**config.mk**
```make
export PLATFORM = sky130hd
export DESIGN_NAME = mem_arbiter_flat
export DESIGN_NICKNAME = d
export VERILOG_FILES = /design/src/rtl/mem_arb_pkg.sv /design/src/rtl/mem_arbiter_if.sv /design/src/rtl/blk_word_cnt.sv /design/src/rtl/mem_arbiter.sv /design/src/flat_wrapper.sv
export SDC_FILE = /design/constraint.sdc
export NUM_CORES = 1
export LEC_CHECK = 0
export CORE_UTILIZATION = 45
export CTS_BUF_LIST = sky130_fd_sc_hd__clkbuf_4 sky130_fd_sc_hd__clkbuf_8
export CTS_CLUSTER_DIAMETER = 60
export DETAILED_ROUTE_END_ITERATION = 8
export PLACE_DENSITY = 0.94
export SLEW_MARGIN = 20
export SYNTH_ARGS = -nofsm -noshare
export SYNTH_HDL_FRONTEND = slang
export SYNTH_SLANG_ARGS = --single-unit
```
**constraint.sdc**
```tcl
create_clock -name clk -period 2.8 [get_ports clk]
set_input_delay 0.42 -clock clk [delete_from_list [all_inputs] [get_ports clk]]
set_output_delay 0.42 -clock clk [all_outputs]
set_load 0.05 [all_outputs]
```
**src/rtl/mem_arb_pkg.sv**
```systemverilog
// Shared types and constants for the memory arbiter: state encoding, block geometry, owner tags.
package mem_arb_pkg;

    localparam int WORDS_PER_BLK = 8;
    localparam int BLK_OFF_BITS  = 4;
    // Read latency of the attached main memory, in cycles from issue to data valid.
    localparam int MEM_LAT       = 4;

    typedef enum logic [2:0] {
        S_IDLE       = 3'd0,
        S_WRITE      = 3'd1,
        S_FILL_ISSUE = 3'd2,
        S_FILL_DRAIN = 3'd3,
        S_DONE       = 3'd4
    } arb_state_e;

    localparam logic OWNER_I = 1'b0;
    localparam logic OWNER_D = 1'b1;

endpackage

```
**src/rtl/mem_arbiter_if.sv**
```systemverilog
// Main-memory bus between the arbiter (master) and the multi-cycle memory (slave).
interface mem_arbiter_if #(
    parameter int ADDR_W = 16,
    parameter int DATA_W = 16
);
    logic              mem_en;
    logic              mem_wr;
    logic [ADDR_W-1:0] mem_addr;
    logic [DATA_W-1:0] mem_wdata;
    logic [DATA_W-1:0] mem_rdata;
    logic              mem_data_valid;

    modport master (
        output mem_en, mem_wr, mem_addr, mem_wdata,
        input  mem_rdata, mem_data_valid
    );

    modport slave (
        input  mem_en, mem_wr, mem_addr, mem_wdata,
        output mem_rdata, mem_data_valid
    );
endinterface

```
**src/rtl/blk_word_cnt.sv**
```systemverilog
// Word index counter within a cache block; terminal flags the increment of the last word.
module blk_word_cnt
    import mem_arb_pkg::*;
(
    input  logic       clk,
    input  logic       rst_n,
    input  logic       clr_i,
    input  logic       inc_i,
    output logic [2:0] cnt_o,
    output logic       term_o
);

    localparam logic [2:0] LAST_WORD = 3'(WORDS_PER_BLK - 1);

    logic [2:0] cnt_q;
    logic [2:0] cnt_d;

    always_comb begin
        cnt_d = cnt_q;
        if (clr_i) begin
            cnt_d = '0;
        end else if (inc_i) begin
            cnt_d = cnt_q + 3'd1;
        end
    end

    always_ff @(posedge clk or negedge rst_n) begin
        if (!rst_n) begin
            cnt_q <= '0;
        end else begin
            cnt_q <= cnt_d;
        end
    end

    assign cnt_o  = cnt_q;
    assign term_o = inc_i && (cnt_q == LAST_WORD);

endmodule

```
**src/rtl/mem_arbiter.sv**
```systemverilog
// Arbitrates main memory among I-miss, D-miss and D write-through; sequences 8-word pipelined fills.
// Optional: define MEM_ARB_RR_EN to alternate between the two miss sides when both are pending.
module mem_arbiter
    import mem_arb_pkg::*;
#(
    parameter int ADDR_W = 16,
    parameter int DATA_W = 16
) (
    input  logic              clk,
    input  logic              rst_n,
    input  logic              i_miss_req,
    input  logic [ADDR_W-1:0] i_miss_addr,
    input  logic              d_miss_req,
    input  logic [ADDR_W-1:0] d_miss_addr,
    input  logic              d_wr_req,
    input  logic [ADDR_W-1:0] d_wr_addr,
    input  logic [DATA_W-1:0] d_wr_data,
    mem_arbiter_if.master     mem,
    output logic              fill_valid,
    output logic [DATA_W-1:0] fill_data,
    output logic [2:0]        fill_word,
    output logic              fill_to_d,
    output logic              i_fill_done,
    output logic              d_fill_done,
    output logic              d_wr_ack,
    output logic              busy
);

    localparam logic [ADDR_W-1:0] BLK_MASK = ~ADDR_W'((1 << BLK_OFF_BITS) - 1);

    function automatic logic [ADDR_W-1:0] blk_base(input logic [ADDR_W-1:0] addr);
        return addr & BLK_MASK;
    endfunction

    // Words are two bytes wide, so word k of a block sits at base + 2k.
    function automatic logic [ADDR_W-1:0] word_addr(input logic [ADDR_W-1:0] base,
                                                    input logic [2:0]        idx);
        return base + ADDR_W'({idx, 1'b0});
    endfunction

    arb_state_e        state_q;
    logic              owner_q;
    logic [ADDR_W-1:0] base_q;
    logic              mem_en_q;
    logic              mem_wr_q;
    logic [ADDR_W-1:0] mem_addr_q;
    logic [DATA_W-1:0] mem_wdata_q;
    logic              d_wr_ack_q;
    logic              i_done_q;
    logic              d_done_q;
    logic              busy_q;
`ifdef MEM_ARB_RR_EN
    logic              last_miss_q;
`endif

    logic              gnt_wr;
    logic              gnt_fill;
    logic              owner_d;
    logic [ADDR_W-1:0] fill_base_d;
    logic [2:0]        issue_cnt;
    logic              issue_term;
    logic [2:0]        recv_cnt;
    logic              recv_term;
    logic              rx_active;

    always_comb begin
        gnt_wr   = 1'b0;
        gnt_fill = 1'b0;
        owner_d  = OWNER_I;
        if (state_q == S_IDLE) begin
            if (d_wr_req) begin
                gnt_wr = 1'b1;
            end else if (d_miss_req || i_miss_req) begin
                gnt_fill = 1'b1;
`ifdef MEM_ARB_RR_EN
                if (d_miss_req && i_miss_req) begin
                    owner_d = (last_miss_q == OWNER_D) ? OWNER_I : OWNER_D;
                end else begin
                    owner_d = d_miss_req ? OWNER_D : OWNER_I;
                end
`else
                owner_d = d_miss_req ? OWNER_D : OWNER_I;
`endif
            end
        end
        fill_base_d = (owner_d == OWNER_D) ? blk_base(d_miss_addr) : blk_base(i_miss_addr);
    end

    // Returns are accepted only while a fill is in flight; stray valids elsewhere are dropped.
    assign rx_active  = (state_q == S_FILL_ISSUE) || (state_q == S_FILL_DRAIN);
    assign fill_valid = rx_active && mem.mem_data_valid;
    assign fill_data  = fill_valid ? mem.mem_rdata : '0;
    assign fill_word  = recv_cnt;
    assign fill_to_d  = owner_q;

    blk_word_cnt u_issue_cnt (
        .clk    (clk),
        .rst_n  (rst_n),
        .clr_i  (gnt_fill),
        .inc_i  (state_q == S_FILL_ISSUE),
        .cnt_o  (issue_cnt),
        .term_o (issue_term)
    );

    blk_word_cnt u_recv_cnt (
        .clk    (clk),
        .rst_n  (rst_n),
        .clr_i  (gnt_fill),
        .inc_i  (fill_valid),
        .cnt_o  (recv_cnt),
        .term_o (recv_term)
    );

    always_ff @(posedge clk or negedge rst_n) begin
        if (!rst_n) begin
            state_q     <= S_IDLE;
            owner_q     <= OWNER_I;
            base_q      <= '0;
            mem_en_q    <= 1'b0;
            mem_wr_q    <= 1'b0;
            mem_addr_q  <= '0;
            mem_wdata_q <= '0;
            d_wr_ack_q  <= 1'b0;
            i_done_q    <= 1'b0;
            d_done_q    <= 1'b0;
            busy_q      <= 1'b0;
`ifdef MEM_ARB_RR_EN
            last_miss_q <= OWNER_D;
`endif
        end else begin
            d_wr_ack_q <= 1'b0;
            i_done_q   <= 1'b0;
            d_done_q   <= 1'b0;
            case (state_q)
                S_IDLE: begin
                    if (gnt_wr) begin
                        state_q     <= S_WRITE;
                        mem_en_q    <= 1'b1;
                        mem_wr_q    <= 1'b1;
                        mem_addr_q  <= d_wr_addr;
                        mem_wdata_q <= d_wr_data;
                        d_wr_ack_q  <= 1'b1;
                        busy_q      <= 1'b1;
                    end else if (gnt_fill) begin
                        state_q    <= S_FILL_ISSUE;
                        owner_q    <= owner_d;
                        base_q     <= fill_base_d;
                        mem_en_q   <= 1'b1;
                        mem_wr_q   <= 1'b0;
                        mem_addr_q <= fill_base_d;
                        busy_q     <= 1'b1;
`ifdef MEM_ARB_RR_EN
                        last_miss_q <= owner_d;
`endif
                    end
                end
                S_WRITE: begin
                    state_q  <= S_IDLE;
                    mem_en_q <= 1'b0;
                    mem_wr_q <= 1'b0;
                    busy_q   <= 1'b0;
                end
                S_FILL_ISSUE: begin
                    // Address register runs one word ahead of the issue counter.
                    if (issue_term) begin
                        state_q  <= S_FILL_DRAIN;
                        mem_en_q <= 1'b0;
                    end else begin
                        mem_addr_q <= word_addr(base_q, issue_cnt + 3'd1);
                    end
                end
                S_FILL_DRAIN: begin
                    if (recv_term) begin
                        state_q  <= S_DONE;
                        i_done_q <= (owner_q == OWNER_I);
                        d_done_q <= (owner_q == OWNER_D);
                    end
                end
                S_DONE: begin
                    state_q <= S_IDLE;
                    busy_q  <= 1'b0;
                end
                default: begin
                    state_q  <= S_IDLE;
                    mem_en_q <= 1'b0;
                    mem_wr_q <= 1'b0;
                    busy_q   <= 1'b0;
                end
            endcase
        end
    end

    assign mem.mem_en    = mem_en_q;
    assign mem.mem_wr    = mem_wr_q;
    assign mem.mem_addr  = mem_addr_q;
    assign mem.mem_wdata = mem_wdata_q;
    assign d_wr_ack      = d_wr_ack_q;
    assign i_fill_done   = i_done_q;
    assign d_fill_done   = d_done_q;
    assign busy          = busy_q;

endmodule

```
**src/flat_wrapper.sv**
```systemverilog
// flat-port wrapper written by rule: the top's interface ports become plain ports
module mem_arbiter_flat import mem_arb_pkg::*;
#(
    parameter int ADDR_W = 16,
    parameter int DATA_W = 16
)
  (clk, rst_n, i_miss_req, i_miss_addr, d_miss_req, d_miss_addr, d_wr_req, d_wr_addr, d_wr_data, fill_valid, fill_data, fill_word, fill_to_d, i_fill_done, d_fill_done, d_wr_ack, busy, mem_mem_en, mem_mem_wr, mem_mem_addr, mem_mem_wdata, mem_mem_rdata, mem_mem_data_valid);
  mem_arbiter_if #(.ADDR_W(ADDR_W), .DATA_W(DATA_W)) mem_i ();
  input  logic clk;
  input  logic rst_n;
  input  logic i_miss_req;
  input  logic [ADDR_W-1:0] i_miss_addr;
  input  logic d_miss_req;
  input  logic [ADDR_W-1:0] d_miss_addr;
  input  logic d_wr_req;
  input  logic [ADDR_W-1:0] d_wr_addr;
  input  logic [DATA_W-1:0] d_wr_data;
  output logic fill_valid;
  output logic [DATA_W-1:0] fill_data;
  output logic [2:0] fill_word;
  output logic fill_to_d;
  output logic i_fill_done;
  output logic d_fill_done;
  output logic d_wr_ack;
  output logic busy;
  output wire logic [$bits(mem_i.mem_en)-1:0] mem_mem_en;
  output wire logic [$bits(mem_i.mem_wr)-1:0] mem_mem_wr;
  output wire logic [$bits(mem_i.mem_addr)-1:0] mem_mem_addr;
  output wire logic [$bits(mem_i.mem_wdata)-1:0] mem_mem_wdata;
  input wire logic [$bits(mem_i.mem_rdata)-1:0] mem_mem_rdata;
  input wire logic [$bits(mem_i.mem_data_valid)-1:0] mem_mem_data_valid;
  assign mem_mem_en = mem_i.mem_en;
  assign mem_mem_wr = mem_i.mem_wr;
  assign mem_mem_addr = mem_i.mem_addr;
  assign mem_mem_wdata = mem_i.mem_wdata;
  assign mem_i.mem_rdata = mem_mem_rdata;
  assign mem_i.mem_data_valid = mem_mem_data_valid;
  mem_arbiter #(.ADDR_W(ADDR_W), .DATA_W(DATA_W)) u_core (.clk(clk), .rst_n(rst_n), .i_miss_req(i_miss_req), .i_miss_addr(i_miss_addr), .d_miss_req(d_miss_req), .d_miss_addr(d_miss_addr), .d_wr_req(d_wr_req), .d_wr_addr(d_wr_addr), .d_wr_data(d_wr_data), .mem(mem_i), .fill_valid(fill_valid), .fill_data(fill_data), .fill_word(fill_word), .fill_to_d(fill_to_d), .i_fill_done(i_fill_done), .d_fill_done(d_fill_done), .d_wr_ack(d_wr_ack), .busy(busy));
endmodule
```
==> impl_metrics.env, run 1 <==
export IMPL_p_leak_nw=2.01
export IMPL_viasPerCell=5.48
export IMPL_worstRegToRegCells=4
export IMPL_ys_seq_elements=60
export IMPL_r2r_slack_ns=0.64
export IMPL_gp_congestion=0.779
export IMPL_synth_enable_flop_cells=0
export IMPL_ctsHoldBuffers=0
export IMPL_overflow=0
export IMPL_dp_slack_ns=0.357
export IMPL_p_clk_share_pct=14.9
export IMPL_regToRegStartpoint="u_core.state_q[1]$_DFFE_PN0P_"
export IMPL_synth_seq_area_share_pct=52.2
export IMPL_tritoncts="yes"
export IMPL_crit_end="fill_data[9]"
export IMPL_drive_above_1_share_pct=15.3
export IMPL_cp_arrival_ns=2.06
export IMPL_end_kind="primary output"
export IMPL_clock_latency_ns=0.33
export IMPL_seqPwrFrac_pct=27.3
export IMPL_post_route_drc_count=0
export IMPL_tightest_slew_ns=0.785
export IMPL_grt_max_degree=61
export IMPL_p_int_mw=3.12
export IMPL_slew_viol_final=0
export IMPL_coreArea_sq_um=6030
export IMPL_r2r_end="u_core.mem.mem_addr[12]$_DFFE_PN0P_"
export IMPL_critPathLaunch="u_core.state_q[1]$_DFFE_PN0P_"
export IMPL_fillers=404
export IMPL_cts_buffers=9
export IMPL_fp_dieH_um=81.9
export IMPL_fin_area_sq_um=4690
export IMPL_syn_num_nets=366
export IMPL_drtIter0Drc=132
export IMPL_antenna_found_initial=0
export IMPL_fin_ws_ns=0.316
export IMPL_combPwrFrac_pct=57.9
export IMPL_whs_ns=0.238
export IMPL_rsz0062_at_grt="false"
export IMPL_cts_root_buf="clkbuf_8"
export IMPL_power_switching_share_pct=46.6
export IMPL_p_switching_mw=2.72
export IMPL_mostFrequentLayoutCell="clkdlybuf4s50_1"
export IMPL_start_kind="flop"
export IMPL_num_antenna_cells=0
export IMPL_start_util_pct=47.7
export IMPL_wl_per_cell_um=16.8
export IMPL_cts_max_level=3
export IMPL_synthFlopType="dfrtp_1"
export IMPL_ys_types=30
export IMPL_clock_sinks=60
export IMPL_port_buffers=136
export IMPL_layout_common_cells="clkdlybuf4s50_1 (118), dfrtp_1 (60), nor2_1 (28)"
export IMPL_synth_cells=276
export IMPL_grt_pass1_vias=2643
export IMPL_nNetsFinal=504
export IMPL_fmax_ghz=0.403
export IMPL_dr_pass1_iters=5
export IMPL_die_w_um=81.9
export IMPL_fin_worst_skew_ns=0.00489
export IMPL_clock_tree_buffer_depth=2
export IMPL_setup_viol=0
export IMPL_maxSlewHeadroom_pct=47.5
export IMPL_yosysWarnings=0
export IMPL_timing_final_crit_share_pct=88.7
export IMPL_ys_async_sr_fraction_pct=100
export IMPL_ant_nets=0
export IMPL_dpl_hpwl_um=6020
export IMPL_post_cts_setup_buffers=0
export IMPL_maxCapViolations=0
export IMPL_core_rowCount=28
export IMPL_cp_max_fo=18
export IMPL_status="finished clean"
export IMPL_period_needed_ns=2.48
export IMPL_fin_tns_setup_ns=0
export IMPL_place_area_sq_um=4470
export IMPL_grt_pass1_wl_um=12900
export IMPL_postSynthAreaPerCell_sq_um=10.4
export IMPL_peakVddDrop_uv=873
export IMPL_cts_resized=0
export IMPL_io_pins=145
export IMPL_dieArea_sq_um=6710
export IMPL_required_ns=2.38
export IMPL_area_delta_synth_final_pct=63.1
export IMPL_routed_wl_um=8290
export IMPL_path_clk_slew_ns=0.07
export IMPL_hold_class="input pin to asynchronous set/reset pin"
export IMPL_grt_util_all_layers_pct=26.0
export IMPL_powerDensity_nw_per_um2=1250
export IMPL_netlist_area_sq_um=2880
export IMPL_hold_viol_final=0
export IMPL_vias=2708
export IMPL_critPathKind="flop to primary output"
[power by group through the flow]
stage          clock network, mW  logic, mW  registers (mW)
3_3_place_gp                   0       3.26            1.57
4_1_cts                    0.871       3.40            1.59
2_1_floorplan                  0       1.25            2.51
6_report                   0.868       3.38            1.59
5_1_grt                    0.914       3.59            1.65
3_5_place_dp                   0       3.37            1.61
[kinds of logic (layout without fill, tap and decap cells)]
kind of cell | Yosys count | after routing | synth area share (%)
xor+xnor | 2 | 2 | 0.609
compound gates | 78 | 78 | 17.0
simple gates | 90 | 90 | 16.8
flops | 60 | 60 | 52.2
buf+inv | 22 | 165 | 3.96
mux | 20 | 20 | 7.66
fa+ha+maj | 4 | 4 | 1.74
[synth_stat cells (2+ instances only)]
master / number / area (sq um)
buf_2: 7 / 35.0
and2_1: 17 / 106
mux2_2: 16 / 180
and3_1: 12 / 75.1
dfrtp_1: 60 / 1500
o21ai_0: 17 / 85.1
xnor2_1: 2 / 17.5
a22oi_1: 16 / 120
buf_4: 6 / 45.0
nand3_1: 2 / 10.0
nor2_1: 28 / 105
a31oi_1: 25 / 156
nor4_1: 2 / 12.5
nand2b_1: 2 / 12.5
mux2i_1: 4 / 40.0
nand2_1: 17 / 63.8
ha_1: 4 / 50.1
inv_1: 3 / 11.3
nor2b_1: 2 / 12.5
clkbuf_1: 6 / 22.5
a21oi_1: 16 / 80.1
nor3_1: 4 / 20.0
[state kept, by name (all words and copies together), names as in the netlist, 3 cells and up]
| signal | count |
|---|---|
| u_core.base_q | 12 |
| u_core.u_issue_cnt.cnt_o | 3 |
| u_core.mem.mem_addr | 16 |
| u_core.u_recv_cnt.cnt_o | 3 |
| u_core.state_q | 3 |
| u_core.mem.mem_wdata | 16 |
[layer usage]
metal	vias to the layer above	GRT usage, %	wire length, um
li1	1273	-	-
met1	1304	31.6	3280
met2	114	45.0	4340
met3	17	5.00	500
met4	0	10.4	181
met5	-	0	0
[critical path: stages (launching register included)]
cell and delay [ns]:
dfrtp_1 0.71, and3b_1 0.60, and2_1 0.27, buf_12 0.15
[per-stage QoR]
stage / instances / util, % / total power, mW
3_3_place_gp: 478 / 74.1 / 4.83
6_report: 494 / 77.8 / 5.84
3_5_place_dp: 478 / 74.1 / 4.98
5_1_grt: 494 / 77.8 / 6.15
4_1_cts: 494 / 77.8 / 5.86
2_1_floorplan: 276 / - / 3.77
[how the worst min path moves through the flow]
stage / cells past startpoint / to
after floorplan: 0 / u_core.base_q[10]$_DFFE_PN0P_
after CTS: 2 / u_core.mem.mem_wdata[11]$_DFFE_PN0P_
after detailed placement: 2 / u_core.base_q[12]$_DFFE_PN0P_
after global routing: 2 / u_core.mem.mem_wdata[11]$_DFFE_PN0P_
final: 2 / u_core.mem.mem_wdata[11]$_DFFE_PN0P_
after global placement: 2 / u_core.base_q[4]$_DFFE_PN0P_
[area by class of cell]
cell class / instances / area (sq um) / area share [%]
sequential: 60 / 1500 / 32.0
clock buffer: 11 / 145 / 3.10
multi-input combinational: 194 / 1260 / 26.9
inverter: 3 / 11.3 / 0.240
timing repair buffer: 146 / 1600 / 34.2
clock inverter: 5 / 75.1 / 1.60
tap: 75 / 93.8 / 2.00
(Power assumes the default switching activity.)
==> run 2: changes to the inputs <==
--- a/config.mk
+++ b/config.mk
@@ -10,7 +10,6 @@
 export CTS_CLUSTER_DIAMETER = 60
 export DETAILED_ROUTE_END_ITERATION = 8
 export PLACE_DENSITY = 0.94
-export SLEW_MARGIN = 20
 export SYNTH_ARGS = -nofsm -noshare
 export SYNTH_HDL_FRONTEND = slang
 export SYNTH_SLANG_ARGS = --single-unit
==> results of run 2 <==
Final layout, timing and power as in run 1 (identical DEF).
